## config.mk

```make
export PLATFORM = sky130hd
export DESIGN_NAME = dffnsre_pipe_bank
export DESIGN_NICKNAME = d
export VERILOG_FILES = /design/src/rtl/dffnsre_pipe_bank.sv
export SDC_FILE = /design/constraint.sdc
export NUM_CORES = 1
export LEC_CHECK = 0
export ABC_CLOCK_PERIOD_IN_PS = 2100
export CORE_UTILIZATION = 40
export DETAILED_ROUTE_END_ITERATION = 12
export HOLD_SLACK_MARGIN = 0.03
export PLACE_DENSITY_LB_ADDON = 0.08
export SETUP_SLACK_MARGIN = 0.15
export SLEW_MARGIN = 20
export SYNTH_ARGS = -nofsm -noshare
export SYNTH_HDL_FRONTEND = slang
export SYNTH_SLANG_ARGS = --single-unit
export TNS_END_PERCENT = 1
```

## constraint.sdc

```tcl
create_clock -name C -period 2.1 [get_ports C]
set_input_delay 0.315 -clock C [delete_from_list [all_inputs] [get_ports C]]
set_output_delay 0.315 -clock C [all_outputs]
set_load 0.005 [all_outputs]
```

## src/rtl/dffnsre_pipe_bank.sv

```systemverilog
// WIDTH x DEPTH register pipeline with per-stage valid bits, global enable, synchronous
// set/flush, registered occupancy count and a parameter-selected capture edge.
module dffnsre_pipe_bank #(
  parameter int unsigned WIDTH    = 8,
  parameter int unsigned DEPTH    = 4,
  parameter bit          NEG_EDGE = 1'b1
) (
  input  logic                       C,
  input  logic                       R,
  input  logic                       E,
  input  logic                       S,
  input  logic                       FL,
  input  logic [WIDTH-1:0]           D,
  input  logic                       DV,
  output logic [WIDTH-1:0]           Q,
  output logic                       QV,
  output logic [$clog2(DEPTH+1)-1:0] CNT,
  output logic                       FULL,
  output logic                       EMPTY
);

  localparam int unsigned CntW = $clog2(DEPTH + 1);

  logic [DEPTH-1:0][WIDTH-1:0] data_q, data_d;
  logic [DEPTH-1:0]            vld_q, vld_d;
  logic [CntW-1:0]             cnt_q, cnt_d;

  always_comb begin
    data_d = data_q;
    vld_d  = vld_q;
    cnt_d  = cnt_q;
    if (E) begin
      data_d = {data_q[DEPTH-2:0], D};
      vld_d  = {vld_q[DEPTH-2:0], DV};
      // Modular arithmetic stays exact because cnt always tracks popcount(vld).
      cnt_d  = cnt_q + CntW'(DV) - CntW'(vld_q[DEPTH-1]);
    end
    if (S) begin
      data_d = '1;
    end
    if (FL) begin
      vld_d = '0;
      cnt_d = '0;
    end
  end

  if (NEG_EDGE) begin : g_neg
    always_ff @(negedge C or posedge R) begin
      if (R) begin
        data_q <= '0;
        vld_q  <= '0;
        cnt_q  <= '0;
      end else begin
        data_q <= data_d;
        vld_q  <= vld_d;
        cnt_q  <= cnt_d;
      end
    end
  end else begin : g_pos
    always_ff @(posedge C or posedge R) begin
      if (R) begin
        data_q <= '0;
        vld_q  <= '0;
        cnt_q  <= '0;
      end else begin
        data_q <= data_d;
        vld_q  <= vld_d;
        cnt_q  <= cnt_d;
      end
    end
  end

  always_comb begin
    Q     = data_q[DEPTH-1];
    QV    = vld_q[DEPTH-1];
    CNT   = cnt_q;
    FULL  = (cnt_q == CntW'(DEPTH));
    EMPTY = (cnt_q == '0);
  end

endmodule

```

======== Word-level counts from Yosys, hierarchy flattened ========
Index checks and enable logic that the tools add are counted.
storage, ports and cells
  bits of input ports ..................... 14
  output and inout port bits .............. 14
  flip-flop bits (word level) ............. 39
cells by class
  reductions and logical operators ........ 3
  multiplexer cells ....................... 6
  $add $sub $neg .......................... 2
  eq/ne operators ......................... 1
operators by type and width
  operator                                     count
  32-bit two-way mux                           2
  4-bit two-way mux                            2
  3-bit two-way mux                            2
  2-bit nonzero test                           2
  3-bit by 1-bit adder with 3-bit output       1
  3-bit == test (second input constant)        1
  3-bit logical NOT                            1
  3-bit by 1-bit subtractor with 3-bit output  1

======== Depth between registers and ports, before layout ========
Gate-level depths: netlist of run 1.
  depth in word-level cells ............... 4
  depth in mapped cells ................... 9
  depth with buffers taken out ............ 9

==> results of run 1 <==
## per-layer routing
layer,up-vias,track usage (%),share of wire [%]
met5,-,0,0
met4,0,6.12,0.77
met3,2,5.43,4.8
met2,25,20.9,42
met1,546,21.8,52
li1,563,-,-
## cells by family after synthesis
kind of cell / after synthesis
compound gates: 34
flops: 39
fa+ha+maj: 3
simple gates: 42
buf+inv: 24
mux: 6
xor+xnor: 1
## power breakdown
group          switching [W]  total, W  leakage (nW)  internal, W
sequential         0.0000220  0.000825         0.414     0.000803
combinational       0.000103  0.000233         0.506     0.000129
clock               0.000244  0.000477        0.0422     0.000233
## cell usage after synthesis
| library cell | count |
|---|---|
| clkbuf_1 | 3 |
| xor2_1 | 1 |
| a31o_1 | 1 |
| inv_1 | 5 |
| buf_1 | 1 |
| buf_6 | 2 |
| nor2_1 | 7 |
| buf_4 | 10 |
| nor3_1 | 1 |
| buf_8 | 1 |
| nor3b_1 | 1 |
| a21oi_1 | 1 |
| nor2b_1 | 29 |
| ha_1 | 2 |
| buf_2 | 2 |
| fa_1 | 1 |
| and2b_1 | 3 |
| dfrtn_1 | 39 |
| nand2b_1 | 1 |
| a211o_1 | 32 |
| mux2i_1 | 6 |
## sequential cells by signal (all words and copies together) (netlist names)
| register | flops |
|---|---|
| Q | 8 |
| CNT | 3 |
| data_q | 24 |
| vld_q | 4 |
## timing repair
| action | 4_1_cts | 5_1_grt |
|---|---|---|
| resized for setup | 59 | 8 |
| setup endpoints to repair | 51 | 24 |
| setup buffers | 5 | 0 |
| pin swaps | 0 | 1 |
| hold buffers | 0 | 0 |
## worst max-delay path: cells and delay by family, from the launching register on
kind	cells	cell delay (ns)
buffers and inverters	2	0.26
DFF	1	0.36
and+or+nand+nor	1	0.16
## cell type report
type	instances	area, um2	area share (%)
repair buffers	42	374	16.9
flip-flops and latches	39	976	44.2
inverters	5	18.8	0.850
well taps	50	62.6	2.83
multi-input cells	86	696	31.5
clock inverters	1	5.00	0.227
clock buffers	7	76.3	3.46
## through the flow
step | area [um2] | setup slack [ns] | total power (W) | hold WS, ns
floorplan | 1800 | -0.304 | 0.000981 | 0.411
global placement | 2120 | -0.880 | 0.00106 | 0.419
detailed placement | 2120 | -0.931 | 0.00107 | 0.424
CTS | 2190 | -0.338 | 0.00156 | 0.420
global route | 2210 | -0.373 | 0.00162 | 0.439
finish | 2210 | -0.326 | 0.00154 | 0.421
## final timing paths
path,slack (ns),endpoint
max,-0.33,EMPTY
min,0.42,data_q[15]
max reg2reg,-0.05,CNT[2]
min reg2reg,0.42,data_q[15]
max in group asynchronous,0.57,data_q[9]
min in group asynchronous,1.31,CNT[0]
==> impl_metrics.py, run 1 <==
metrics = {
    "cts": {
        "cts_buffer_depth": 2,
        "cts_root_buffer": "clkbuf_8",
        "h-tree-depth": 2,
        "clkTransAtPathRegs_ns": 0.05,
        "clock_sinks": 39,
        "cts_tree": "built",
        "numCtsBuffers": 5,
        "clock_latency_ns": 0.29,
    },
    "setup_path": {
        "r2r-start": "CNT[0]",
        "crit_start": "CNT[2]",
        "crit_required_ns": 1.78,
        "crit_slowest_cell": "dfrtn_1",
        "endpoint_kind": "output port",
        "worstPathArrival_ns": 2.11,
        "slowest_delay_ns": 0.36,
        "path_class": "reg2out",
        "worstSetupStartpointType": "flop",
        "rr_worst_depth": 11,
        "path_cells": "buf_6 > nor3_4 > buf_2",
        "critPathMaxFanout": 3,
    },
    "placed_design": {
        "port_buffers": 27,
        "gp_congestion": 0.743,
        "dpl.hpwl_mm": 1.89,
        "dp.cells": 217,
    },
    "synth": {
        "yosys_warnings": 0,
        "yosysTopAreaCell": "dfrtn_1",
        "synth-compound-area-share_pct": 16.4,
        "synth_cell_types": 21,
        "synth_fa_ha_area_share_pct": 2.52,
        "synthMuxAreaShare_pct": 3.36,
        "synth_top_family_by_area": "compound AO/OA/AOI/OAI gates",
        "synth_area_um2": 1790,
        "ys_seq_area_share_pct": 54.5,
        "netlist.area_leader.share_pct": 54.5,
        "synth_simple_gate_area_share_pct": 13.9,
        "syn-num-nets": 166,
        "syn_inst": 149,
        "synth_seq_cells": 39,
        "synthXorXnorAreaFrac_pct": 0.490,
        "syn_avg_cell_area_um2": 12.0,
        "yosys-top-cells-area": "dfrtn_1 55%, a211o_1 16%, nor2b_1 10%",
    },
    "global_routing": {
        "grt.total_usage_pct": 15.3,
        "grt_max_degree": 40,
        "grt_pass1_vias": 1088,
        "grt_pass1_wl_mm": 5.13,
        "antenna_found_initial": 0,
        "overflow": 0,
    },
    "timing": {
        "finalHoldViolations": 0,
        "worst_pin_slew_ns": 0.209,
        "drv_slew": 0,
        "finalSetupTns_ns": -1.89,
        "skew_ns": 0.00699,
        "setup_viol": 16,
        "fin_ws_ns": -0.326,
        "rsz0062_at_grt": "yes",
        "slew-limit-headroom_pct": 86.1,
    },
    "pwr": {
        "vdd_drop_max_v": 0.000335,
        "power_density_nw_per_um2": 695,
        "leakage_nw": 0.962,
    },
    "floorplan": {
        "die_w_um": 68.9,
        "coreArea_um2": 4140,
        "chipHeight_um": 68.9,
        "start_util_pct": 43.2,
        "io_pins": 28,
        "die_area_um2": 4740,
        "placementRows": 23,
    },
    "routing": {
        "drc": 0,
        "antenna_left": 0,
        "vias_per_cell": 4.94,
        "routed_wl_mm": 3.00,
        "drt_iter0_markers": 67,
        "wire_per_inst_um": 13.0,
        "drtPass1Iterations": 4,
        "num_vias": 1136,
    },
    "min_path": {
        "hp-start": "data_q[7]",
        "min_path_type": "reg2reg",
        "worstHoldPathCells": 1,
    },
    "finish": {
        "fillers": 381,
        "area_delta_synth_final_pct": 23.4,
        "layout-drive-gt1-share_pct": 23.9,
        "nNetsFinal": 196,
        "layout_commonest_cell": "dfrtn_1",
        "instances_no_fill": 230,
        "final_util_pct": 53.3,
        "antenna_cells": 0,
        "mostFrequentLayoutCells": "39 x dfrtn_1, 32 x a211o_1, 29 x nor2b_1",
    },
    "flow_run": {
        "maxCapViolCount": 0,
    },
    "status": {
        "violations": "setup timing",
        "outcome": "finished with violations",
    },
}
(Power assumes the default switching activity.)
==> run 2: changes to the inputs <==
CORE_MARGIN = 2   (was default)
CTS_CLUSTER_SIZE = 28   (was default)
==> impl_metrics.py, run 2 (synthesized netlist as in run 1, its figures left out) <==
metrics = {
    "routing": {
        "vias_per_cell": 4.91,
        "antenna_left": 0,
        "wire_per_inst_um": 13.4,
        "drt_iter0_markers": 93,
        "num_vias": 1135,
        "routed_wl_mm": 3.08,
        "drc": 0,
        "drtPass1Iterations": 4,
    },
    "finish": {
        "final_util_pct": 51.1,
        "antenna_cells": 0,
        "instances_no_fill": 231,
        "mostFrequentLayoutCells": "39 x dfrtn_1, 32 x a211o_1, 29 x nor2b_1",
        "area_delta_synth_final_pct": 23.4,
        "nNetsFinal": 196,
        "layout_commonest_cell": "dfrtn_1",
        "regMostFlops": "data_q",
        "seq_area_um2": 976,
        "layout-drive-gt1-share_pct": 23.5,
        "largest_reg_flops": 24,
        "fillers": 423,
        "multi_input_area_um2": 684,
    },
    "pwr": {
        "netSwitchingFraction_pct": 23.5,
        "leakage_nw": 0.975,
        "p_int_w": 0.00119,
        "p_seq_share_pct": 53.3,
        "p_sw_w": 0.000364,
        "power_density_nw_per_um2": 702,
        "vdd_drop_max_v": 0.000354,
        "power.share.clock_pct": 32.1,
        "combPwrFrac_pct": 14.6,
    },
    "floorplan": {
        "die_area_um2": 5020,
        "placementRows": 24,
        "start_util_pct": 41.4,
        "die_w_um": 70.9,
        "chipHeight_um": 70.9,
        "coreArea_um2": 4320,
        "io_pins": 28,
    },
    "setup_path": {
        "cp_num_buf_inv": 2,
        "path_class": "reg2out",
        "critPathMaxFanout": 3,
        "crit_slowest_cell": "dfrtn_1",
        "path_delay_family": "flip-flops",
        "endpoint_kind": "output port",
        "r2r-start": "CNT[0]",
        "rr_worst_depth": 11,
        "crit_required_ns": 1.78,
        "path_cells": "buf_6 > nor3b_2 > buf_2",
        "worstPathArrival_ns": 2.16,
        "r2r_end": "CNT[2]",
        "r2r_setup_slack_ns": 0.02,
        "slowest_delay_ns": 0.43,
        "worstSetupStartpointType": "flop",
    },
    "cts": {
        "clock_latency_ns": 0.29,
        "cts_tree": "built",
        "cts_root_buffer": "clkbuf_8",
        "cts_hold_buf": 0,
        "h-tree-depth": 2,
        "numCtsBuffers": 5,
        "clock_sinks": 39,
        "clkTransAtPathRegs_ns": 0.05,
        "cts_buffer_depth": 2,
    },
    "timing": {
        "finalHoldViolations": 0,
        "drv_slew": 0,
        "rsz0062_at_grt": "yes",
        "slew-limit-headroom_pct": 86.0,
        "worst_pin_slew_ns": 0.210,
        "skew_ns": 0.00509,
        "setup_viol": 16,
        "fin_ws_ns": -0.374,
    },
    "status": {
        "violations": "setup timing",
        "outcome": "finished with violations",
    },
    "placed_design": {
        "dp.cells": 219,
        "gp_congestion": 0.726,
        "dpl.hpwl_mm": 1.85,
        "port_buffers": 27,
    },
    "global_routing": {
        "grt_pass1_wl_mm": 5.27,
        "grt.total_usage_pct": 13.4,
        "grt_pass1_vias": 1135,
        "antenna_found_initial": 0,
        "overflow": 0,
        "grt_max_degree": 40,
    },
    "flow_run": {
        "maxCapViolCount": 0,
    },
    "min_path": {
        "worstHoldPathCells": 1,
        "hold-path-endpoint": "data_q[16]",
        "min_path_type": "reg2reg",
        "hp-start": "data_q[8]",
    },
}
run 2: cell count changes in the layout (fill, tap and decap cells not counted), sizes merged:
cell           delta
buf               -2
clkdlybuf4s50     -1
dlymetal6s2s      +1
dlygate4sd2       +1
run 2: stage by stage:
step / cell area (um2) / setup slack [ns] / total power [W] / setup TNS (ns) / hold slack, ns
global route: 2210 / -0.422 / 0.00164 / -2.80 / 0.443
CTS: 2200 / -0.374 / 0.00157 / -2.39 / 0.430
detailed placement: 2120 / -0.908 / 0.00107 / -15.20 / 0.425
global placement: 2120 / -0.882 / 0.00106 / -14.28 / 0.420
finish: 2210 / -0.374 / 0.00155 / -2.10 / 0.427
floorplan: 1800 / -0.304 / 0.000981 / -2.96 / 0.411
run 2: layout make-up:
type	instances	share of cell area, %
sequential	39	44.2
clock inverter	1	0.227
multi-input combinational	86	31.0
timing repair buffer	42	17.1
tap	52	2.95
inverter	5	0.850
clock buffer	6	3.74
run 2: power groups by stage:
stage	Clock, W	Sequential, W	Combinational (W)
3_3_place_gp	0	0.000839	0.000222
3_5_place_dp	0	0.000841	0.000228
2_1_floorplan	0	0.000835	0.000147
6_report	0.000498	0.000826	0.000226
4_1_cts	0.000521	0.000826	0.000226
5_1_grt	0.000557	0.000832	0.000254
run 2: how the worst max path moves through the flow:
| stage | slack (ns) | from | endpoint | cells past startpoint |
|---|---|---|---|---|
| 5_1_grt | -0.42 | CNT[2] | FULL | 3 |
| 2_1_floorplan | -0.30 | DV | CNT[2] | 6 |
| 6_report | -0.37 | CNT[2] | FULL | 3 |
| 3_5_place_dp | -0.91 | DV | CNT[2] | 7 |
| 3_3_place_gp | -0.88 | DV | CNT[2] | 7 |
| 4_1_cts | -0.37 | CNT[2] | FULL | 3 |
run 2: worst register-to-register path: stages, from the launching register on:
cell and delay, ns:
dfrtn_1 0.40, buf_4 0.12, buf_4 0.10, inv_1 0.04, ha_1 0.27, inv_1 0.10, ha_4 0.14, inv_2 0.03
fa_2 0.34, xor2_2 0.15, a21oi_1 0.08, a31o_1 0.18
run 2: metal layers:
metal / GRT usage (%) / part of all wire, %
met5: 0 / 0
met4: 6.92 / 2.1
met3: 2.99 / 4.1
met2: 18.4 / 42
met1: 19.9 / 52
run 2: what timing repair did:
action                     in CTS  in global routing
setup endpoints to repair      49                 22
resized for setup              56                  5
setup buffers                   5                  0
pin swaps                       1                  2
cloned                          0                  0
